### src/rtl/cache_pkg.sv
// Shared cache types: PLRU tree bit positions, controller FSM states and the way index type.
package cache_pkg;

    localparam int ROOT  = 0;
    localparam int LEFT  = 1;
    localparam int RIGHT = 2;

    typedef enum logic [1:0] {
        RUN   = 2'd0,
        DRAIN = 2'd1,
        INIT  = 2'd2,
        DONE  = 2'd3
    } plru_state_t;

    typedef logic [1:0] way_t;

endpackage

### src/rtl/plru_ctrl_if.sv
// Lookup request/response channel between the cache control FSM and plru_ctrl.
interface plru_ctrl_if #(
    parameter int S_INDEX = 4
);
    import cache_pkg::*;

    logic               req_valid;
    logic               req_ready;
    logic [S_INDEX-1:0] req_set;
    logic               req_hit;
    way_t               req_way;
    logic               resp_valid;
    logic [S_INDEX-1:0] resp_set;
    way_t               resp_way;

    modport master (
        output req_valid, req_set, req_hit, req_way,
        input  req_ready, resp_valid, resp_set, resp_way
    );

    modport slave (
        input  req_valid, req_set, req_hit, req_way,
        output req_ready, resp_valid, resp_set, resp_way
    );

endinterface

### src/rtl/plru_tree_logic.sv
// 4-way tree pseudo-LRU: victim selection and the update that points the tree away from the touched way.
module plru_tree_logic
    import cache_pkg::*;
(
    input  logic [2:0] bits,
    input  logic       hit,
    input  way_t       way,
    output way_t       victim,
    output way_t       touched,
    output logic [2:0] new_bits
);

    // Root picks the half, the pair bit picks the way inside that half.
    always_comb begin
        victim   = bits[ROOT] ? (bits[RIGHT] ? 2'd3 : 2'd2)
                              : (bits[LEFT]  ? 2'd1 : 2'd0);
        touched  = hit ? way : victim;
        new_bits = bits;
        new_bits[ROOT] = ~touched[1];
        if (touched[1]) begin
            new_bits[RIGHT] = ~touched[0];
        end else begin
            new_bits[LEFT]  = ~touched[0];
        end
    end

endmodule

### src/rtl/plru_ctrl.sv
// plru_ctrl: sequences a dual-port PLRU state array; reads on port 0, writes updated bits on port 1,
// and sweeps every set back to zero on init_start.
module plru_ctrl
    import cache_pkg::*;
#(
    parameter int S_INDEX = 4,
    parameter int WAYS    = 4,
    parameter int WIDTH   = 3
) (
    input  logic               clk,
    input  logic               rst_n,
    plru_ctrl_if.slave         bus,
    input  logic               init_start,
    output logic               init_busy,
    output logic               init_done,
    output logic               lru_csb0,
    output logic               lru_web0,
    output logic [S_INDEX-1:0] lru_addr0,
    output logic [WIDTH-1:0]   lru_din0,
    input  logic [WIDTH-1:0]   lru_dout0,
    output logic               lru_csb1,
    output logic               lru_web1,
    output logic [S_INDEX-1:0] lru_addr1,
    output logic [WIDTH-1:0]   lru_din1
);

    localparam int               WAY_W    = $clog2(WAYS);
    localparam int               NUM_SETS = 2 ** S_INDEX;
    localparam logic [S_INDEX:0] LAST_SET = (S_INDEX + 1)'(NUM_SETS - 1);

    plru_state_t        state;
    logic [S_INDEX:0]   ptr;
    logic               ready_q;
    logic               s1_valid;
    logic [S_INDEX-1:0] s1_set;
    logic               s1_hit;
    logic [WAY_W-1:0]   s1_way;
    logic               accept;
    logic [WAY_W-1:0]   victim;
    logic [WAY_W-1:0]   touched;
    logic [WIDTH-1:0]   new_bits;

    assign accept        = bus.req_valid & ready_q;
    assign bus.req_ready = ready_q;

    // Any request in flight (already in stage 1 or accepted this cycle) must write back before the sweep.
    always_ff @(posedge clk or negedge rst_n) begin
        if (!rst_n) begin
            state     <= RUN;
            ptr       <= '0;
            ready_q   <= 1'b1;
            init_busy <= 1'b0;
            init_done <= 1'b0;
            s1_valid  <= 1'b0;
            s1_set    <= '0;
            s1_hit    <= 1'b0;
            s1_way    <= '0;
        end else begin
            s1_valid  <= accept;
            init_done <= 1'b0;
            if (accept) begin
                s1_set <= bus.req_set;
                s1_hit <= bus.req_hit;
                s1_way <= bus.req_way;
            end
            case (state)
                RUN: begin
                    if (init_start) begin
                        ready_q   <= 1'b0;
                        init_busy <= 1'b1;
                        ptr       <= '0;
                        state     <= (s1_valid || accept) ? DRAIN : INIT;
                    end
                end
                DRAIN: begin
                    state <= INIT;
                end
                INIT: begin
                    if (ptr == LAST_SET) begin
                        state     <= DONE;
                        init_busy <= 1'b0;
                        init_done <= 1'b1;
                    end else begin
                        ptr <= ptr + 1'b1;
                    end
                end
                DONE: begin
                    state   <= RUN;
                    ready_q <= 1'b1;
                    ptr     <= '0;
                end
                default: begin
                    state <= RUN;
                end
            endcase
        end
    end

    plru_tree_logic u_tree (
        .bits     (lru_dout0),
        .hit      (s1_hit),
        .way      (s1_way),
        .victim   (victim),
        .touched  (touched),
        .new_bits (new_bits)
    );

    assign lru_csb0  = ~accept;
    assign lru_web0  = 1'b1;
    assign lru_addr0 = accept ? bus.req_set : '0;
    assign lru_din0  = '0;

    assign bus.resp_valid = s1_valid;
    assign bus.resp_set   = s1_set;
    assign bus.resp_way   = !s1_valid ? '0 : (s1_hit ? touched : victim);

    // Port 1 belongs to the sweep during INIT, otherwise to the stage-1 write-back.
    always_comb begin
        lru_csb1  = 1'b1;
        lru_web1  = 1'b1;
        lru_addr1 = '0;
        lru_din1  = '0;
        if (state == INIT) begin
            lru_csb1  = 1'b0;
            lru_web1  = 1'b0;
            lru_addr1 = ptr[S_INDEX-1:0];
        end else if (s1_valid) begin
            lru_csb1  = 1'b0;
            lru_web1  = 1'b0;
            lru_addr1 = s1_set;
            lru_din1  = new_bits;
        end
    end

endmodule

### src/flat_wrapper.sv
// flat-port wrapper written by rule: the top's interface ports become plain ports
module plru_ctrl_flat import cache_pkg::*;
#(
    parameter int S_INDEX = 4,
    parameter int WAYS    = 4,
    parameter int WIDTH   = 3
)
  (clk, rst_n, init_start, init_busy, init_done, lru_csb0, lru_web0, lru_addr0, lru_din0, lru_dout0, lru_csb1, lru_web1, lru_addr1, lru_din1, bus_req_valid, bus_req_set, bus_req_hit, bus_req_way, bus_req_ready, bus_resp_valid, bus_resp_set, bus_resp_way);
  plru_ctrl_if #(.S_INDEX(S_INDEX)) bus_i ();
  input  logic clk;
  input  logic rst_n;
  input  logic init_start;
  output logic init_busy;
  output logic init_done;
  output logic lru_csb0;
  output logic lru_web0;
  output logic [S_INDEX-1:0] lru_addr0;
  output logic [WIDTH-1:0] lru_din0;
  input  logic [WIDTH-1:0] lru_dout0;
  output logic lru_csb1;
  output logic lru_web1;
  output logic [S_INDEX-1:0] lru_addr1;
  output logic [WIDTH-1:0] lru_din1;
  input wire logic [$bits(bus_i.req_valid)-1:0] bus_req_valid;
  input wire logic [$bits(bus_i.req_set)-1:0] bus_req_set;
  input wire logic [$bits(bus_i.req_hit)-1:0] bus_req_hit;
  input wire logic [$bits(bus_i.req_way)-1:0] bus_req_way;
  output wire logic [$bits(bus_i.req_ready)-1:0] bus_req_ready;
  output wire logic [$bits(bus_i.resp_valid)-1:0] bus_resp_valid;
  output wire logic [$bits(bus_i.resp_set)-1:0] bus_resp_set;
  output wire logic [$bits(bus_i.resp_way)-1:0] bus_resp_way;
  assign bus_i.req_valid = bus_req_valid;
  assign bus_i.req_set = bus_req_set;
  assign bus_i.req_hit = bus_req_hit;
  assign bus_i.req_way = bus_req_way;
  assign bus_req_ready = bus_i.req_ready;
  assign bus_resp_valid = bus_i.resp_valid;
  assign bus_resp_set = bus_i.resp_set;
  assign bus_resp_way = bus_i.resp_way;
  plru_ctrl #(.S_INDEX(S_INDEX), .WAYS(WAYS), .WIDTH(WIDTH)) u_core (.clk(clk), .rst_n(rst_n), .bus(bus_i), .init_start(init_start), .init_busy(init_busy), .init_done(init_done), .lru_csb0(lru_csb0), .lru_web0(lru_web0), .lru_addr0(lru_addr0), .lru_din0(lru_din0), .lru_dout0(lru_dout0), .lru_csb1(lru_csb1), .lru_web1(lru_web1), .lru_addr1(lru_addr1), .lru_din1(lru_din1));
endmodule
### config.mk
export PLATFORM = sky130hd
export DESIGN_NAME = plru_ctrl_flat
export DESIGN_NICKNAME = d
export VERILOG_FILES = /design/src/rtl/cache_pkg.sv /design/src/rtl/plru_ctrl_if.sv /design/src/rtl/plru_tree_logic.sv /design/src/rtl/plru_ctrl.sv /design/src/flat_wrapper.sv
export SDC_FILE = /design/constraint.sdc
export NUM_CORES = 1
export LEC_CHECK = 0
export BUFFER_PORTS_ARGS = -buffer_cell sky130_fd_sc_hd__buf_2
export CAP_MARGIN = 20
export CORE_MARGIN = 2
export CORE_UTILIZATION = 25
export CTS_CLUSTER_DIAMETER = 60
export DETAILED_ROUTE_END_ITERATION = 10
export PLACE_DENSITY = 0.45
export SETUP_SLACK_MARGIN = 0.02
export SLEW_MARGIN = 25
export SYNTH_ARGS = -nofsm -noshare
export SYNTH_HDL_FRONTEND = slang
export SYNTH_SLANG_ARGS = --single-unit
### constraint.sdc
create_clock -name clk -period 2.2 [get_ports clk]
set_clock_uncertainty 0.15 [all_clocks]
set_input_delay 0.22 -clock clk [delete_from_list [all_inputs] [get_ports clk]]
set_output_delay 0.22 -clock clk [all_outputs]
set_load 0.02 [all_outputs]
Yosys cells after proc, flatten, opt, wreduce, memory -nomap -nowiden. Cells that the tools add are included.

Flip-flop bits (word level): 18. Input bits: 14. Output and inout bits: 28. Logic and storage cells: 59.

Add/subtract/negate cells: 1. Equality and inequality tests: 7. Multiplexer cells: 29. Bitwise logic cells: 4. Reduce and logical (&&, ||, !) cells: 9.

Operators by type and width (count): case mux 5 bit (3 select lines) (1); 2-to-1 mux 2 bit (7); 2-to-1 mux 4 bit (3); 2-to-1 mux 1 bit (11); 2-to-1 mux 5 bit (2); case mux 2 bit (4 select lines) (1); 2-to-1 mux 3 bit (2); AND reduction 3 bit (2); adder 5 x 1 -> 5 bit, second input constant (1); == test 5 x 4 -> 1 bit, second input constant (1); == test 2 bit, second input constant (2); inequality test 2 bit, second input constant (2); case mux 1 bit (2 select lines) (2); AND reduction 2 bit (2); nonzero test 2 bit (2); inverter 1 bit (3); nonzero test 3 bit (1); == test 2 x 1 -> 1 bit, second input constant (1); logical NOT 2 bit (1); inequality test 2 x 1 -> 1 bit, second input constant (1); AND 1 bit (1); logical OR 1 bit (1).

Depth between registers and ports, before layout.
Depth in word-level cells: 7. Gate-level depth with buffers: 8. Gate-level depth less buffers: 7.

Hierarchy. A second synthesis with hierarchy kept.

Cell total of the unflattened synthesis: 115. Area, all modules: 1167.4 µm².

Modules (own cells, without submodules): plru_ctrl (times used 1, cells an instance 103, area an instance 1077.3 µm², seq. area each 451.7 µm²); plru_tree_logic (times used 1, cells an instance 12, area an instance 90.1 µm², seq. area each 0.0 µm²).

Worst setup path after synthesis. Ideal clock, no wire load.

Path kind: reg-to-reg. From: reg u_core.ptr[0]. To: reg u_core.ptr[3]. Library setup time: 0.066 ns. Arrival: 1.684 ns. Data required time: 1.984 ns. Slack: 0.300 ns. Cell stages (with the launch flop): 8. Path buffers: 1. Clock period less this slack: 1.900 ns. Path through: dfrtp_1 -> ha_1 -> and3_1 -> ha_1 -> clkbuf_2 -> nand4b_1 -> nor4b_1 -> a221o_1.

Longest elaborated chain between the ends: 3. Elaborated cells between the ends (all ways): 6. Classes of those cells: add/sub (1); eq/ne (2); mux (2); reduce/logical (1).

RTL lines: from (decl) (RTL line plru_ctrl.sv:32) `logic [S_INDEX:0] ptr;`; from (signal assigned) (RTL line plru_ctrl.sv:84) `ptr <= ptr + 1'b1;`; adder 5 x 1 -> 5 bit or == test 5 x 4 -> 1 bit (tied branches) (RTL line plru_ctrl.sv:84, plru_ctrl.sv:79); 2-to-1 mux 5 bit or inequality test 2 bit (tied branches); case mux 5 bit (3 select lines) or AND reduction 3 bit (tied branches).

Parallel ways exist; a longest one is shown, timed or not. The select of a mux whose other input is x is not followed. A chain may end at the register's enable or synchronous reset.

Worst setup path after layout. Ends and elaborated chain as after synthesis.

==> results.cfg <==
[layout]
final_core_util = 0.323
syn2layout_area_growth_pct = 26.9
diodes = 0
drive_above_1_share = 0.357
fin_nets = 175

[die]
die_height_um = 70.2
design.die.area_um2 = 4920
core_um2 = 4290
die_w_um = 70.2
start_util = 0.255
io_pins = 42
num_rows = 24

[placement]
dp_hpwl_mm = 2.11
port_buffers = 37
gp_congestion = 0.835

[global_routing]
grt_max_degree = 19
antenna_found_initial = 0
grt_overflow = 0
grt_use_total = 0.114
grt_pass1_wl_mm = 4.43
grt_pass1_vias = 941

[power_and_ir_drop]
ir_drop_v = 0.000407
power_density_nw_per_um2 = 1280
p_leak_uw = 0.000757

[critical_path]
crit_top_cell = ha_1
crit_slowest_cell = dfrtp_1
rrSetupSlack_ns = 0.15
max_stage_delay_ns = 0.43
arrival_ns = 2.09
cp_cell_sequence = ha_1, and3_1, ha_1, nand4b_1, nor4b_1, a221o_1
startpoint_type = flip-flop
reg2reg_from = u_core.ptr[0]
setup.worst_path.start = u_core.ptr[0]
worstSetupEndpoint = u_core.ptr[3]
worst-setup-path-type = reg2reg
critPathCaptureType = flip-flop
rr_endpoint = u_core.ptr[3]
worstRegToRegCells = 6
cp_max_fo = 9
required_ns = 2.25

[timing]
rsz0062_at_grt = false
clock.fmax_mhz = 488
tns_ns = 0
slew_violations = 0
final.min_clock_period_ns = 2.05
post-route-period-util = 0.931
finalHoldViolCount = 0
finalSetupViolations = 0

[drt]
viasPerCell = 4.67
drtIter0Drc = 18
wl_mm = 2.66
wl_per_cell_um = 12.9
drcViolationCount = 0
vias = 962
first_pass_iters = 4
ant_nets = 0

[clock_tree]
clk_latency_ns = 0.25
clk_pin_slew_ns = 0.07
cts_buffer_depth = 2
htreeDepth = 1
cts_root_buf = clkbuf_8
cts.sinks = 18
numCtsBuffers = 3
cts_tree = built
post_cts_buffers = 0

[min_path]
hold_path_class = in2reg

[synth]
synthTopCellsByCount = dfrtp_1, nand2_1, inv_1
synth_warnings = 0
synthDistinctLibCells = 36
synth_area_leaders = dfrtp_1, ha_1, mux2_2, a22o_1, nand2_1
yosys.area.top_type = dfrtp_1
netlist_instances = 115
synth_area_um2 = 1090
yosysMostFrequentCell = dfrtp_1
async_reset_ff_frac = 1.00
ys_ff_latch = 18
ys.flop_type = dfrtp_1
seq_area_frac_synth = 0.413
synth_top_area_frac = 0.389
synth_edf_count = 0
syn_area_per_cell_um2 = 9.52

[flow_run]
max-cap-violations = 0

[run_status]
run_status = finished, final reports clean
-- logic make-up after synthesis --
family / count (synthesis) / share of synthesized area
compound gates: 31 / 0.201
buf+inv: 16 / 0.0731
fa+ha+maj: 6 / 0.0686
mux: 5 / 0.0514
flops: 18 / 0.413
other cells: 2 / 0.00686
simple gates: 37 / 0.186
-- power breakdown --
| group | internal (µW) | switching [µW] | total, µW |
|---|---|---|---|
| logic | 379 | 537 | 916 |
| registers | 457 | 130 | 587 |
| clock network | 159 | 111 | 270 |
| total | 994 | 779 | 1770 |
-- layout make-up --
type	instances	area, µm²
fill	462	2910
multi-input combinational	83	573
sequential	18	452
timing repair buffer	40	210
tap	52	65.1
clock buffer	4	55.1
inverter	9	33.8
-- sequential cells by signal, summed over array words and instances, names as in the netlist --
| signal | flops |
|---|---|
| u_core.ptr | 5 |
| u_core.bus.req_ready | 1 |
| u_core.bus.resp_valid | 1 |
| u_core.init_done | 1 |
| u_core.init_busy | 1 |
| u_core.state | 2 |
| u_core.s1_hit | 1 |
| u_core.s1_way | 2 |
| u_core.bus.resp_set | 4 |
-- cell usage in the layout (no fill, tap or decap), types with 2 or more instances in the layout --
cell / n
a21o_1: 5
a21oi_1: 8
a22o_1: 6
and2_1: 3
and3_1: 5
buf_2: 37
buf_4: 2
clkbuf_8: 4
conb_1: 4
dfrtp_1: 17
ha_1: 5
inv_1: 9
mux2_2: 5
nand2_1: 11
nand2b_1: 4
nor2_1: 4
o21ai_0: 4
-- routing by layer --
layer  up-vias  wire, µm  GRT usage  part of all wire
li1        475         -          -                 -
met1       458      1230      0.147              0.46
met2        27      1250      0.182              0.47
met3         2       141     0.0245             0.053
met4         0        41     0.0513             0.015
met5         -         0          0                 0
-- per-stage QoR --
stage | power (µW) | hold slack (ns) | std cells | worst slack (ns) | instance area, µm²
after CTS | 1800 | 0.0449 | 206 | 0.137 | 1390
final | 1770 | 0.0519 | 206 | 0.151 | 1390
after detailed placement | 1520 | 0.0409 | 201 | 0.189 | 1320
after global placement | 1510 | 0.0370 | 201 | 0.256 | 1320
after floorplan | 1230 | -0.226 | 117 | 0.300 | 1100
after global routing | 1930 | 0.0406 | 206 | 0.0301 | 1390
-- worst min path at each step --
stage	startpoint	to	cells past startpoint
final	bus_req_way[1]	u_core.s1_way[1]	2
after global routing	bus_req_way[1]	u_core.s1_way[1]	2
after CTS	bus_req_way[1]	u_core.s1_way[1]	2
after floorplan	rst_n	u_core.bus.resp_set[0]	0
after global placement	rst_n	u_core.init_done	1
after detailed placement	rst_n	u_core.ptr[4]	1
-- critical path, delay by kind of cell, from the launching register on --
family / cells / cell delay [ns]
adders and majority gates: 2 / 0.53
and+or+nand+nor: 3 / 0.73
DFF: 1 / 0.43
AOI/OAI and AO/OA: 1 / 0.15
-- repair_timing --
item | 4_1_cts | 5_1_grt
setup endpoints to repair | 0 | 1
hold buffers | 1 | 0
endpoints found under the hold margin | 17 | 0
resized for setup | 0 | 1
Note: power is estimated with default switching activity, not from simulation.
